<file path="src/rtl/serialtopar.sv">
// serialtopar: MSB-first serial receiver with comma-based byte alignment.
// Hunts for COMMA at any bit offset, locks after BC_LOCK aligned commas.
module serialtopar #(
  parameter logic [7:0]  COMMA   = 8'hBC,
  parameter int unsigned BC_LOCK = 4
) (
  input  logic       clk_32f,
  input  logic       reset,
  input  logic       data_in,
  output logic [7:0] data_out,
  output logic       valid_out,
  output logic       active,
  output logic [3:0] bc_count
);

  typedef enum logic [1:0] {
    SEARCH,
    LOCKING,
    ACTIVE
  } state_t;

  localparam logic [3:0] LOCK_N   = 4'(BC_LOCK);
  localparam logic       LOCK_ONE = (BC_LOCK == 1);

  state_t     state, state_n;
  logic [7:0] shift, shift_n;
  logic [2:0] bit_cnt, bit_cnt_n;
  logic [7:0] data_n;
  logic       valid_n;
  logic       active_n;
  logic [3:0] bc_n;

  logic [7:0] word_next;
  logic       is_comma;
  logic       boundary;
  logic [3:0] bc_inc;

  assign word_next = {shift[6:0], data_in};
  assign is_comma  = (word_next == COMMA);
  assign boundary  = (bit_cnt == 3'd7);
  assign bc_inc    = bc_count + 4'd1;

  always_comb begin
    state_n   = state;
    shift_n   = word_next;
    bit_cnt_n = bit_cnt;
    data_n    = data_out;
    valid_n   = 1'b0;
    active_n  = active;
    bc_n      = bc_count;
    unique case (state)
      SEARCH: begin
        bit_cnt_n = 3'd0;
        if (is_comma) begin
          bc_n = 4'd1;
          if (LOCK_ONE) begin
            state_n  = ACTIVE;
            active_n = 1'b1;
          end else begin
            state_n = LOCKING;
          end
        end else begin
          bc_n = 4'd0;
        end
      end
      LOCKING: begin
        bit_cnt_n = bit_cnt + 3'd1;
        if (boundary) begin
          if (is_comma) begin
            bc_n = bc_inc;
            if (bc_inc == LOCK_N) begin
              state_n  = ACTIVE;
              active_n = 1'b1;
            end
          end else begin
            // next SEARCH compare happens on the following edge
            state_n   = SEARCH;
            bc_n      = 4'd0;
            bit_cnt_n = 3'd0;
          end
        end
      end
      ACTIVE: begin
        bit_cnt_n = bit_cnt + 3'd1;
        if (boundary) begin
          if (!is_comma) begin
            data_n  = word_next;
            valid_n = 1'b1;
          end else if (bc_count != 4'hF) begin
            bc_n = bc_inc;
          end
        end
      end
      default: begin
        state_n   = SEARCH;
        bit_cnt_n = 3'd0;
        active_n  = 1'b0;
        bc_n      = 4'd0;
      end
    endcase
  end

  always_ff @(posedge clk_32f) begin
    if (!reset) begin
      state     <= SEARCH;
      shift     <= 8'h00;
      bit_cnt   <= 3'd0;
      data_out  <= 8'h00;
      valid_out <= 1'b0;
      active    <= 1'b0;
      bc_count  <= 4'd0;
    end else begin
      state     <= state_n;
      shift     <= shift_n;
      bit_cnt   <= bit_cnt_n;
      data_out  <= data_n;
      valid_out <= valid_n;
      active    <= active_n;
      bc_count  <= bc_n;
    end
  end

endmodule
</file>
<file path="config.mk">
export PLATFORM = sky130hd
export DESIGN_NAME = serialtopar
export DESIGN_NICKNAME = d
export VERILOG_FILES = /design/src/rtl/serialtopar.sv
export SDC_FILE = /design/constraint.sdc
export NUM_CORES = 1
export LEC_CHECK = 0
export CAP_MARGIN = 15
export CORE_MARGIN = 4
export CORE_UTILIZATION = 52
export CTS_CLUSTER_DIAMETER = 60
export DETAILED_ROUTE_END_ITERATION = 16
export GPL_ROUTABILITY_DRIVEN = 0
export PLACE_DENSITY = 0.75
export SETUP_SLACK_MARGIN = 0.15
export SLEW_MARGIN = 20
export SYNTH_ARGS = -nofsm -noshare
export SYNTH_HDL_FRONTEND = slang
export SYNTH_SLANG_ARGS = --single-unit
</file>
<file path="constraint.sdc">
create_clock -name clk_32f -period 2.4 [get_ports clk_32f]
set_clock_uncertainty 0.2 [all_clocks]
set_input_delay 0.36 -clock clk_32f [delete_from_list [all_inputs] [get_ports clk_32f]]
set_output_delay 0.36 -clock clk_32f [all_outputs]
set_load 0.02 [all_outputs]
</file>
==> results.tsv, run 1 <==
stage	metric	value	unit
floorplanning	Rows	17	
route	Initial DRC Count	19	
global_route	grt total ovfl	0	
route	Final ANT Viol Nets	0	
critical_path	critical path data arrival time	2.24	ns
floorplanning	Die H	56.1	µm
critical_path	CP Launch Type	primary input	
logic_synthesis	Distinct cells, synth	40	
final_layout	# nets final	153	
global_route	gr usage total	16.4	%
final_layout	Antenna Cells	0	
final_layout	most frequent cells in the layout	26 x dfxtp_1, 16 x clkdlybuf4s50_1, 9 x inv_1, 9 x nand2_1	
final_layout	register area	520	µm²
clock_tree	CTS tree	done	
global_route	vias in the first global route	946	
final_layout	fillcell total	185	
route	Vias	931	
placed_design	placed cell count	165	
clock_tree	CTS Buf Count	3	
placed_design	Port Buf Inserts	16	
sta	min Tclk post-route	2.20	ns
min_path	Hold Path Class	reg2reg	
critical_path	Required @ worst endpoint	2.44	ns
power_and_ir_drop	P_int	0.610	mW
logic_synthesis	ys async rst share	0	%
logic_synthesis	EDFF count, synth	0	
route	Residual DRC	0	
final_layout	utilization after layout	66.1	%
logic_synthesis	net count after synthesis	132	
logic_synthesis	cells after synthesis	121	
logic_synthesis	flops & latches, synth	26	
global_route	first-pass GRT wire length	4.15	mm
clock_tree	clock root cell	clkbuf_4	
clock_tree	CTS H-tree depth	1	
power_and_ir_drop	power density over the cells	515	mW/mm²
clock_tree	setup repair bufs after CTS	0	
global_route	pin count of the biggest net entering global routing	16	
flow_run	Maximum Capacitance Violations	0	
final_layout	area of the multi-input gates	637	µm²
placed_design	DP Area	0.00141	mm²
sta	RSZ-0062 raised after global routing	false	
floorplanning	Core Area	0.00221	mm²
sta	Max Clk Rate	454	MHz
sta	slew margin rel.	72.1	%
logic_synthesis	area leader, netlist	dfxtp_1	
clock_tree	Worst-Skew Late Latency	0.33	ns
logic_synthesis	top cell type's share of synthesized area	43.3	%
sta	Fin. Hold Viols	0	
power_and_ir_drop	sw frac	19.0	%
power_and_ir_drop	Psw	0.143	mW
logic_synthesis	Synth Warn #	0	
clock_tree	count of hold-fix buffers inserted at cts	0	
clock_tree	deepest clock path buffer count	2	
final_layout	most common cell after layout, fill and taps aside	dfxtp_1	
logic_synthesis	Netlist Area Pre-Place	0.00120	mm²
logic_synthesis	Main synth FF type	dfxtp_1	
placed_design	hpwl dp	1.71	mm
power_and_ir_drop	Clk pwr share	40.0	%
critical_path	critical path capture point type	flop	
clock_tree	clk slew on worst S/H paths	0.14	ns
critical_path	CP Max Fanout	4	
logic_synthesis	top cells by area, synth	dfxtp_1 43%, ha_1 8.3%, and2_1 4.2%	
power_and_ir_drop	overall power	0.752	mW
floorplanning	Die Span X	56.1	µm
floorplanning	Die Area	0.00315	mm²
final_layout	share of cells above drive strength 1	12.1	%
route	drt pass-1 iters	4	
final_layout	Final Instance Count excl. Fillers	169	
run_status	status	complete, no violations	
power_and_ir_drop	VDD IR-drop max	0.000275	V
critical_path	CP Class	in2reg	
route	Vias/cell	5.51	
logic_synthesis	syn_area_per_cell	9.94	µm²
global_route	initial antenna violation count	0	
final_layout	layout overhead on the synthesized area	21.5	%
route	DRT Wirelength	2.38	mm
power_and_ir_drop	Logic pwr share	2.0	%
clock_tree	CTS Sinks	26	
power_and_ir_drop	Reg power frac	58.0	%
sta	Tcrit/Tclk final	91.7	%
clock_tree	post-CTS sizing	0	
sta	Final Hold Slack	0.239	ns
sta	setup violators final	0	
power_and_ir_drop	Static Leak	0.591	nW
sta	max-slew violations	0	
floorplanning	I/O pins	17	
logic_synthesis	sequential area share after synthesis	43.3	%
final_layout	design area	0.00146	mm²
sta	worst slew pin tran	0.414	ns
floorplanning	Initial Util	54.4	%
route	WL/cell	14.1	µm
[cell type report]
cell class | instances | area share [%]
clock buffers | 3 | 1.54
flip-flops and latches | 26 | 35.6
clock inverters | 1 | 2.05
inverters | 9 | 2.31
repair buffers | 19 | 12.5
multi-input cells | 83 | 43.6
well taps | 28 | 2.40
[state kept, by name (all words and copies together), names as in the netlist]
register / cells
shift: 7
valid_out: 1
bit_cnt: 3
state: 2
data_out: 8
bc_count: 4
active: 1
[per-layer routing]
metal	vias to the layer above	track usage (%)	wire length [µm]
met5	-	0	0
met4	0	8.14	49
met3	5	3.25	92
met2	19	28.0	1180
met1	442	19.3	1060
li1	465	-	-
[metrics by stage]
step / worst slack (ns) / TNS, ns
floorplan: 0.422 / 0
global placement: -0.104 / -0.502
detailed placement: -0.113 / -0.758
CTS: 0.217 / 0
global route: 0.174 / 0
finish: 0.199 / 0
[Yosys cell counts (2+ instances only)]
| master | count |
|---|---|
| inv_1 | 9 |
| nor2_1 | 7 |
| nor3_1 | 2 |
| nand2_1 | 9 |
| dfxtp_1 | 26 |
| ha_1 | 8 |
| o21ai_0 | 2 |
| and2_1 | 8 |
| mux2i_1 | 5 |
| nor2b_1 | 2 |
| nand3_1 | 6 |
| clkbuf_1 | 3 |
| a21oi_1 | 6 |
| nand3b_1 | 2 |
[power groups by stage]
stage               sequential (mW)  combinational [mW]  clock (mW)
floorplan                     0.445             0.00745           0
global placement              0.446              0.0148           0
detailed placement            0.446              0.0151           0
CTS                           0.436              0.0154       0.303
global route                  0.437              0.0170       0.327
finish                        0.436              0.0153       0.301
[critical path, stage by stage]
cell	delay, ns
clkdlybuf4s50_1	0.46
or4b_4	0.59
or2_4	0.29
nor3b_2	0.22
nor2_1	0.09
o221a_1	0.23
[path summary, 6_finish.rpt]
kind / from / to / slack (ns) / cells past startpoint
max: data_in / state[0] / 0.20 / 6
min: bit_cnt[0] / bit_cnt[0] / 0.24 / 1
max reg2reg: bc_count[0] / state[0] / 0.32 / 6
min reg2reg: bit_cnt[0] / bit_cnt[0] / 0.24 / 1
[cells by family (layout without fill, tap and decap cells)]
group           after synthesis  in the layout  share of synthesized area, %
simple gates                 48             48                          24.4
flops                        26             26                          43.3
compound gates               22             22                          16.1
buf+inv                      12             32                          3.75
fa+ha+maj                     8              8                          8.32
mux                           5              5                          4.16
(Power assumes the default switching activity.)
==> run 2: changes to the inputs <==
--- a/config.mk
+++ b/config.mk
@@ -7,11 +7,12 @@
 export LEC_CHECK = 0
 export CAP_MARGIN = 15
 export CORE_MARGIN = 4
-export CORE_UTILIZATION = 52
+export CORE_UTILIZATION = 55
 export CTS_CLUSTER_DIAMETER = 60
 export DETAILED_ROUTE_END_ITERATION = 16
+export DONT_BUFFER_PORTS = 1
 export GPL_ROUTABILITY_DRIVEN = 0
-export PLACE_DENSITY = 0.75
+export PLACE_DENSITY = 0.68
 export SETUP_SLACK_MARGIN = 0.15
 export SLEW_MARGIN = 20
 export SYNTH_ARGS = -nofsm -noshare
==> run 2 against run 1 <==
  * Total power fell by 0.62%
  * Critical path depth fell by 1
  * Hold slack got worse by 0.17 ns
  * Flip-flop and latch count did not move
  * Via count fell by 4.1%
  * Worst setup slack improved by 0.13 ns
  * Core utilization fell by 0.22 points
  * Register-to-register slack barely moved
  * Non-clock buffer count fell by 13
  * Critical path type is now reg2reg
  * Critical endpoint is now bc_count[3]
  * Highest routed layer unchanged
==> results.tsv, run 2 (same netlist as run 1, synthesis figures left out) <==
stage	metric	value	unit	change
critical_path	CP cell instances	or4b_4, nor2_4, a31oi_4, a22o_1, a21o_1		was clkdlybuf4s50_1, or4b_4, or2_4, nor3b_2, nor2_1, o221a_1
min_path	Hold Path Class	in2reg		was reg2reg
floorplanning	Die H	54.8	µm	was 56.1 µm
clock_tree	CTS Sinks	26		unchanged
global_route	vias in the first global route	846		was 946
clock_tree	CTS Buf Count	3		unchanged
critical_path	CP Class	reg2reg		was in2reg
critical_path	Worst R2R Start	shift[5]		was bc_count[0]
sta	Fin. Hold Viols	0		unchanged
sta	RSZ-0062 raised after global routing	false		unchanged
global_route	initial antenna violation count	0		unchanged
critical_path	Required @ worst endpoint	2.43	ns	was 2.44 ns
clock_tree	clock root cell	clkbuf_4		unchanged
sta	min Tclk post-route	2.07	ns	was 2.20 ns
flow_run	Maximum Capacitance Violations	0		unchanged
critical_path	Max stage delay on crit path	0.60	ns	was 0.59 ns
route	Vias/cell	5.76		was 5.51
critical_path	CP Max Fanout	8		was 4
final_layout	most frequent cells in the layout	25 x dfxtp_1, 9 x inv_1, 9 x nand2_1, 8 x and2_1, 8 x ha_1		was 26 x dfxtp_1, 16 x clkdlybuf4s50_1, 9 x inv_1, 9 x nand2_1
critical_path	r2r endpoint	bc_count[3]		was state[0]
run_status	status	complete, no violations		unchanged
sta	Tcrit/Tclk final	86.2	%	was 91.7%
final_layout	biggest regs	data_out x8, shift x7, bc_count x4		unchanged
floorplanning	Rows	16		was 17
final_layout	Largest register FFs	8		unchanged
critical_path	Crit. Startpoint	shift[5]		was data_in
floorplanning	Die Span X	54.8	µm	was 56.1 µm
clock_tree	CTS tree	done		unchanged
critical_path	critical path capture point type	flop		unchanged
min_path	Worst Hold Depth	3		was 1
floorplanning	Core Area	0.00202	mm²	was 0.00221 mm²
clock_tree	clk slew on worst S/H paths	0.14	ns	about the same
floorplanning	Die Area	0.00300	mm²	was 0.00315 mm²
route	Final ANT Viol Nets	0		unchanged
clock_tree	CTS H-tree depth	1		unchanged
global_route	gr usage total	18.6	%	was 16.4%
global_route	first-pass GRT wire length	3.92	mm	was 4.15 mm
route	Vias	893		was 931
critical_path	critical path data arrival time	2.10	ns	was 2.24 ns
route	Residual DRC	0		unchanged
final_layout	layout overhead on the synthesized area	10.7	%	was 21.5%
route	DRT Wirelength	2.33	mm	was 2.38 mm
clock_tree	deepest clock path buffer count	2		unchanged
placed_design	Port Buf Inserts	0		was 16
route	WL/cell	15.1	µm	was 14.1 µm
critical_path	Worst Setup EP	bc_count[3]		was state[0]
global_route	met1 Use GR	24.5	%	was 19.3%
power_and_ir_drop	power density over the cells	562	mW/mm²	was 515 mW/mm²
final_layout	Final Instance Count excl. Fillers	155		was 169
route	drt pass-1 iters	4		unchanged
critical_path	CP Launch Type	flop		was primary input
floorplanning	Initial Util	59.5	%	was 54.4%
global_route	busiest grt layer	met2		unchanged
sta	Max Clk Rate	483	MHz	was 454 MHz
global_route	pin count of the biggest net entering global routing	16		unchanged
global_route	met2 Use GR	28.1	%	was 28.0%
final_layout	fillcell total	174		was 185
floorplanning	I/O pins	17		unchanged
power_and_ir_drop	VDD IR-drop max	0.000467	V	was 0.000275 V
final_layout	most common cell after layout, fill and taps aside	dfxtp_1		unchanged
sta	worst slew pin tran	0.433	ns	was 0.414 ns
route	Initial DRC Count	7		was 19
critical_path	CP max stage cell	or4b_4		unchanged
placed_design	placed cell count	148		was 165
final_layout	area of the multi-input gates	637	µm²	unchanged
sta	slew margin rel.	71.0	%	was 72.1%
final_layout	# nets final	140		was 153
sta	setup violators final	0		unchanged
critical_path	reg-to-reg slack, setup	0.33	ns	was 0.32 ns
final_layout	register area	522	µm²	was 520 µm²
clock_tree	setup repair bufs after CTS	0		unchanged
final_layout	share of cells above drive strength 1	14.1	%	was 12.1%
placed_design	hpwl dp	1.64	mm	was 1.71 mm
clock_tree	Worst-Skew Late Latency	0.32	ns	was 0.33 ns
sta	setup_tns	0	ns	unchanged
power_and_ir_drop	Static Leak	0.551	nW	was 0.591 nW
final_layout	Largest Register	data_out		unchanged
sta	max-slew violations	0		unchanged
critical_path	cell count of the worst reg-to-reg path	5		was 6
global_route	grt total ovfl	0		unchanged
final_layout	Antenna Cells	0		unchanged
global_route	M3 GR Usage	3.54	%	was 3.25%
[run 2: changes by cell type in the layout (fill, tap and decap cells not counted), sizes merged]
cell,previous run,this run
clkdlybuf4s50,16,0
dlygate4sd3,0,3
[run 2: timing repair]
item                                    CTS  global route
hold buffers                              3             0
endpoints found under the setup margin    0             2
endpoints found under the hold margin    12             0
resized for setup                         0             1
[run 2: worst max-delay path: cells and delay by family, from the launching register on]
family	cells	cell delay (ns)
and+or+nand+nor	2	0.81
AOI/OAI and AO/OA	3	0.60
DFF	1	0.37
[run 2: how the worst min path moves through the flow]
stage | slack, ns | to | from
after detailed placement | 0.23 | bit_cnt[0] | bit_cnt[0]
after global routing | 0.05 | bc_count[3] | reset
after global placement | 0.21 | bit_cnt[0] | bit_cnt[0]
after floorplan | 0.20 | bit_cnt[0] | bit_cnt[0]
after CTS | 0.06 | bc_count[3] | reset
final | 0.07 | bit_cnt[0] | reset
[run 2: where the power goes]
group	switching [mW]	internal, mW	total, mW
clock network	0.129	0.169	0.298
registers	0.00191	0.434	0.436
logic	0.00810	0.00567	0.0138
[run 2: cell type report]
cell class / count / area share [%]
Clock inverter: 1 / 2.26
Clock buffer: 3 / 1.69
Multi-Input combinational cell: 83 / 47.8
Tap cell: 27 / 2.54
Sequential cell: 26 / 39.2
Inverter: 9 / 2.54
Timing Repair Buffer: 6 / 3.95
[run 2: per-layer routing]
metal | vias up | share of wire, %
met5 | - | 0
met4 | 0 | 1.7
met3 | 4 | 4.5
met2 | 17 | 46
met1 | 430 | 48
li1 | 442 | -
[run 2: metrics by stage]
stage	setup WS [ns]	total power, mW	utilization [%]	hold slack, ns	cell area (µm²)
2_1_floorplan	0.422	0.452	-	0.198	1200
3_3_place_gp	0.368	0.452	61.7	0.208	1250
3_5_place_dp	0.289	0.453	61.7	0.227	1250
4_1_cts	0.250	0.758	65.8	0.0602	1330
5_1_grt	0.251	0.778	65.8	0.0542	1330
6_report	0.331	0.748	65.8	0.0704	1330
